==> src/rtl/conway_pixel_fetch.sv <==
// Streams a Life grid buffer from word memory as a raster of single-bit pixels.
// Reads are credit-limited against a 4-entry word FIFO feeding a 20-bit serializer.
module conway_pixel_fetch #(
    parameter int unsigned WORDS_PER_ROW = 64,
    parameter int unsigned ROWS          = 1024,
    parameter int unsigned READ_LATENCY  = 2
) (
    input  logic        clk,
    input  logic        reset,
    input  logic        enable,
    input  logic        buf_sel,
    output logic [15:0] mem_addr,
    output logic        mem_rd,
    output logic        mem_sel,
    input  logic        mem_wait,
    input  logic [19:0] mem_q,
    output logic        pix_valid,
    input  logic        pix_ready,
    output logic        pix_data,
    output logic        pix_sof,
    output logic        pix_eol,
    output logic        frame_done
);

    localparam int unsigned LastCol = WORDS_PER_ROW * 20 - 1;

    typedef enum logic [1:0] {StIdle, StStream, StFinish} state_e;

    state_e      state_q;
    logic        mem_rd_q;
    logic [15:0] mem_addr_q;
    logic        mem_sel_q;
    logic        frame_done_q;
    logic [15:0] rd_word_q;
    logic [9:0]  rd_row_q;
    logic        all_issued_q;

    logic [READ_LATENCY-1:0] tag_q;
    logic [READ_LATENCY-1:0] tag_d;

    logic [19:0] fifo_mem_q [4];
    logic [1:0]  wr_ptr_q;
    logic [1:0]  rd_ptr_q;
    logic [2:0]  fifo_cnt_q;
    logic [2:0]  fifo_cnt_d;
    logic [19:0] fifo_out;

    logic [19:0] sh_q;
    logic [4:0]  sh_cnt_q;
    logic [10:0] col_q;
    logic [9:0]  row_q;

    logic        rd_accept;
    logic        push;
    logic        pop;
    logic        pix_accept;
    logic        last_pix;
    logic        credit_ok;
    logic [15:0] next_addr;
    int unsigned inflight_d;

    always_comb begin
        rd_accept = mem_rd_q & ~mem_wait;
        tag_d     = '0;
        tag_d[0]  = rd_accept;
        for (int i = 1; i < int'(READ_LATENCY); i++) begin
            tag_d[i] = tag_q[i-1];
        end
        inflight_d = 0;
        for (int i = 0; i < int'(READ_LATENCY); i++) begin
            inflight_d = inflight_d + 32'(tag_d[i]);
        end
    end

    always_comb begin
        push       = tag_q[READ_LATENCY-1];
        // An empty FIFO forwards the arriving word straight to the serializer.
        fifo_out   = (fifo_cnt_q == 3'd0) ? mem_q : fifo_mem_q[rd_ptr_q];
        pix_accept = (sh_cnt_q != 5'd0) & pix_ready;
        pop        = ((fifo_cnt_q != 3'd0) || push) &&
                     ((sh_cnt_q == 5'd0) || ((sh_cnt_q == 5'd1) && pix_accept));
        fifo_cnt_d = fifo_cnt_q + {2'b00, push} - {2'b00, pop};
        credit_ok  = (32'(fifo_cnt_d) + inflight_d) < 32'd4;
        last_pix   = pix_accept && (col_q == 11'(LastCol)) && (row_q == 10'(ROWS - 1));
        next_addr  = 16'(32'(rd_row_q) * WORDS_PER_ROW + 32'(rd_word_q));
    end

    always_ff @(posedge clk or negedge reset) begin
        if (!reset) begin
            state_q      <= StIdle;
            mem_rd_q     <= 1'b0;
            mem_addr_q   <= '0;
            mem_sel_q    <= 1'b0;
            frame_done_q <= 1'b0;
            rd_word_q    <= '0;
            rd_row_q     <= '0;
            all_issued_q <= 1'b0;
        end else begin
            frame_done_q <= last_pix;
            case (state_q)
                StIdle: begin
                    if (enable) begin
                        state_q      <= StStream;
                        mem_sel_q    <= buf_sel;
                        rd_word_q    <= '0;
                        rd_row_q     <= '0;
                        all_issued_q <= 1'b0;
                    end
                end
                StStream: begin
                    // A stalled request keeps address and strobe until accepted.
                    if (!mem_rd_q || rd_accept) begin
                        if (!all_issued_q && credit_ok) begin
                            mem_rd_q   <= 1'b1;
                            mem_addr_q <= next_addr;
                            if (rd_word_q == 16'(WORDS_PER_ROW - 1)) begin
                                rd_word_q <= '0;
                                if (rd_row_q == 10'(ROWS - 1)) begin
                                    all_issued_q <= 1'b1;
                                end else begin
                                    rd_row_q <= rd_row_q + 10'd1;
                                end
                            end else begin
                                rd_word_q <= rd_word_q + 16'd1;
                            end
                        end else begin
                            mem_rd_q <= 1'b0;
                        end
                    end
                    if (rd_accept && all_issued_q) begin
                        state_q <= StFinish;
                    end
                end
                StFinish: begin
                    if (last_pix) begin
                        if (enable) begin
                            state_q      <= StStream;
                            mem_sel_q    <= buf_sel;
                            rd_word_q    <= '0;
                            rd_row_q     <= '0;
                            all_issued_q <= 1'b0;
                        end else begin
                            state_q <= StIdle;
                        end
                    end
                end
                default: state_q <= StIdle;
            endcase
        end
    end

    always_ff @(posedge clk or negedge reset) begin
        if (!reset) begin
            tag_q      <= '0;
            wr_ptr_q   <= '0;
            rd_ptr_q   <= '0;
            fifo_cnt_q <= '0;
            sh_q       <= '0;
            sh_cnt_q   <= '0;
            col_q      <= '0;
            row_q      <= '0;
        end else begin
            tag_q      <= tag_d;
            fifo_cnt_q <= fifo_cnt_d;
            if (push) begin
                wr_ptr_q <= wr_ptr_q + 2'd1;
            end
            if (pop) begin
                rd_ptr_q <= rd_ptr_q + 2'd1;
                sh_q     <= fifo_out;
                sh_cnt_q <= 5'd20;
            end else if (pix_accept) begin
                sh_q     <= {sh_q[18:0], 1'b0};
                sh_cnt_q <= sh_cnt_q - 5'd1;
            end
            if (pix_accept) begin
                if (col_q == 11'(LastCol)) begin
                    col_q <= '0;
                    row_q <= (row_q == 10'(ROWS - 1)) ? 10'd0 : row_q + 10'd1;
                end else begin
                    col_q <= col_q + 11'd1;
                end
            end
        end
    end

    always_ff @(posedge clk) begin
        if (push) begin
            fifo_mem_q[wr_ptr_q] <= mem_q;
        end
    end

    assign mem_rd     = mem_rd_q;
    assign mem_addr   = mem_addr_q;
    assign mem_sel    = mem_sel_q;
    assign frame_done = frame_done_q;
    assign pix_valid  = (sh_cnt_q != 5'd0);
    assign pix_data   = sh_q[19];
    assign pix_sof    = pix_valid && (col_q == 11'd0) && (row_q == 10'd0);
    assign pix_eol    = pix_valid && (col_q == 11'(LastCol));

endmodule
==> config.mk <==
export PLATFORM = sky130hd
export DESIGN_NAME = conway_pixel_fetch
export DESIGN_NICKNAME = d
export VERILOG_FILES = /design/src/rtl/conway_pixel_fetch.sv
export SDC_FILE = /design/constraint.sdc
export NUM_CORES = 1
export LEC_CHECK = 0
export CORE_UTILIZATION = 54
export CTS_CLUSTER_SIZE = 10
export DETAILED_ROUTE_END_ITERATION = 6
export PLACE_DENSITY_LB_ADDON = 0.12
export REMOVE_ABC_BUFFERS = 1
export SYNTH_ARGS = -nofsm -noshare
export SYNTH_HDL_FRONTEND = slang
export SYNTH_SLANG_ARGS = --single-unit
==> constraint.sdc <==
create_clock -name clk -period 3.81 [get_ports clk]
set_input_delay 0.9525 -clock clk [delete_from_list [all_inputs] [get_ports clk]]
set_output_delay 0.9525 -clock clk [all_outputs]
set_load 0.1 [all_outputs]
==> impl_results.md <==
- Status: complete, no violations
- Critical path class: reg -> reg
- GR Overflow Total: 0
- Final setup fails: 0
- TritonCTS clock tree: done
- Bufs and invs on worst path: 2
- Core Box Area: 0.0151 mm^2
- Critical path's most frequent cell: ha_1
- Nets@finish: 795
- Leakage power: slightly below 4 nW
- Largest net degree at the start of global routing: 58
- Final cell count without fillers: about 940
- CTS Buffer Depth: 2
- CP Capture Type: flip-flop
- Slowest stage delay, CP: 410 ps
- DR vias/cell: 5.92
- EDFF count, synth: 80
- Antenna fix cells: 0
- Final Hold Fails: 0
- Slew @ Worst Pin: 1180 ps
- Crit-path cells: or3_1 > or3_4 > inv_2 > ha_1 > inv_1 > ha_1 > ha_1 > a21o_1 > a2111oi_4 > a31oi_1 > or3_4 > or2_4 > o31ai_4
- Async SR Flop Fraction: 56.3%
- Layout cell share with drive strength beyond 1: roughly 15%
- RSZ-0062 raised after global routing: true
- Slew Viols, Final: 0
- Synth area leaders: dfrtp_1 31%, edfxtp_1 29%, mux4_2 5.4%, ha_1 3.7%, o21ai_0 3.7%
- Worst VDD drop: between 0.3 and 0.4 mV
- Worst-path maximum fanout: 3
- Number of global-route vias before repair: 5701
- Final ANT Viol Nets: 0
- Die W: 126 um
- Initial DRC count: 437
- Cell count after synthesis: 672
- Pre-CTS setup slack: -987 ps
- # rows: 45
- Commonest register cell after synthesis: dfrtp_1
- Layout Skew: 8.55 ps
- Placer Congestion: about 0.83
- Num ports: 49
- Crit path DAT: 4040 ps
- Period utilization: 97.0%
- Crit-path slowest cell: or3_4
- Synth Area per Inst: 12.4 um^2
- Die ar.: 0.0160 mm^2
- Register area share after synthesis: 59.7%
- Die Height: 126 um
- Area Overhead vs Synth: 18.1%
- Worst Setup Start Kind: flip-flop
- Post-synthesis cell type count: 52
- Clock transition at path regs: roughly 70 ps
- H-Tree Depth: 4
- Vias post-DR: 5584
- Class of the worst hold path: reg -> reg
- Max-slew headroom: 21.3%
- DR pass1 iterations: 5
- CP top delay family: simple AND/OR/NAND/NOR gates
- #FFs+latches synth: 183
- Synth area leader: dfrtp_1
- WL per Instance: 18.3 um
- Fmax: around 270 MHz
- Top cell type's share of synthesized area: 30.9%
- Yosys warning total: 0
- DRC: 0
- Detailed Route WL: 17.2 mm
- Period minus WS final: 3690 ps
- Root Driver: clkbuf_16
- Final HPWL DP: 11.1 mm
- Cell Pwr Density: 763 mW/mm^2
- First-pass GRT wire length: 28.7 mm
- Mapped Area: 0.00834 mm^2
- Placed insts: 907
- # Max-Cap Violations: 0
- PnR worst setup slack: 115 ps
- GRT Total Usage: 23.2%
- Clk_lat worst skew: ~430 ps
- Initial Utilization: between 50% and 60%
- Clk sinks: between 150 and 200
- Initial antenna violation count: 0
- Cts bufs inserted: 17
- I/O Buffers: 48
- Critical Path RT: 4150 ps
worst reg2reg max path, stage by stage, from the launching register on:
cell and delay [ps]:
dfrtp_1 380, or3_1 380, or3_4 350, inv_2 70
ha_1 220, inv_1 60, ha_1 230, ha_1 280
a21o_1 220, a2111oi_4 390, a31oi_1 160, or3_4 410
or2_4 270, o31ai_4 210
sequential cells by signal, summed over array words and instances (netlist names):
signal,cells
fifo_cnt_q,3
wr_ptr_q,2
fifo_mem_q,80
row_q,10
mem_rd,1
rd_ptr_q,2
mem_addr,16
sh_q,20
rd_row_q,10
all_issued_q,1
tag_q,2
frame_done,1
state_q,2
rd_word_q,16
mem_sel,1
col_q,11
sh_cnt_q,5
routing by layer:
metal	routed length [um]	vias to the layer above	track usage, %
met3	596	14	3.46
met2	8420	120	38.2
met1	7990	2821	32.1
met4	207	0	7.44
li1	-	2629	-
met5	0	-	0
where the power goes:
part           internal, mW  leakage [nW]  switching [mW]
Sequential             2.49          2.07           0.362
Clock                  1.05         0.298           0.767
Combinational          1.14          1.55            1.72
final timing paths:
kind / slack [ps] / endpoint / start / cells after the start
max: 120 / rd_row_q[5]$_DFFE_PN0P_ / sh_cnt_q[2]$_DFFE_PN0P_ / 13
min: 380 / tag_q[1]$_DFF_PN0_ / tag_q[0]$_DFF_PN0_ / 0
max reg2reg: 120 / rd_row_q[5]$_DFFE_PN0P_ / sh_cnt_q[2]$_DFFE_PN0P_ / 13
min reg2reg: 380 / tag_q[1]$_DFF_PN0_ / tag_q[0]$_DFF_PN0_ / 0
max in group asynchronous: 2490 / rd_row_q[7]$_DFFE_PN0P_ / reset / 2
min in group asynchronous: 590 / frame_done$_DFF_PN0_ / reset / 1
layout make-up:
cell class	count	area, um^2
Fill cell	1131	5300
Sequential cell	183	4980
Multi-Input combinational cell	442	3260
Timing Repair Buffer	76	688
Clock buffer	19	433
Tap cell	188	235
Clock inverter	13	170
Inverter	22	82.6
placed cells by master, fill, tap and decap left out, types with 12 or more instances in the layout:
master           instances
nand4_1                 17
a22oi_1                 19
edfxtp_1                80
nor3_1                  12
dfrtp_1                103
buf_4                   31
mux4_2                  20
ha_1                    24
clkdlybuf4s50_1         43
inv_1                   19
mux2i_1                 21
xnor2_1                 22
nor2_1                  42
a21oi_1                 14
clkbuf_16               17
nand2_1                 67
o21ai_0                 62
cell usage after synthesis, types with 10 or more instances:
| master | count |
|---|---|
| dfrtp_1 | 103 |
| nor4_1 | 11 |
| nand2_1 | 67 |
| clkbuf_1 | 20 |
| inv_1 | 22 |
| edfxtp_1 | 80 |
| mux2i_1 | 21 |
| nand4_1 | 17 |
| a22oi_1 | 19 |
| nor2_1 | 43 |
| nand3_1 | 10 |
| o21ai_0 | 62 |
| nor3_1 | 13 |
| ha_1 | 25 |
| xnor2_1 | 22 |
| mux4_2 | 20 |
| a21oi_1 | 15 |
kinds of logic after synthesis:
kind of cell | count (synthesis) | synth area share, %
buffers and inverters | 47 | 2.16
muxes | 44 | 8.32
and+or+nand+nor | 205 | 12.1
adders and majority gates | 27 | 4.23
AOI/OAI and AO/OA | 134 | 9.97
DFF | 183 | 59.7
xor gates and xnor gates | 32 | 3.54
repair_timing:
action	CTS	global route
gates resized for setup	5	14
pin swaps	4	4
endpoints found under the setup margin	29	13
hold buffers	0	0
setup buffers	1	3
through the flow:
stage / TNS [ps] / area [um^2] / hold WS, ps / power (mW) / utilization, %
finish: 0 / 9850 / 384 / 7.52 / 65.0
global route: -39.0 / 9850 / 402 / 7.94 / 65.0
CTS: 0 / 9780 / 395 / 7.49 / 64.6
detailed placement: -28340 / 9150 / 380 / 5.61 / 60.4
global placement: -24860 / 9150 / 372 / 5.50 / 60.4
floorplan: -18730 / 8250 / 354 / 4.66 / -
No activity file was read; power rests on OpenSTA's default activity.
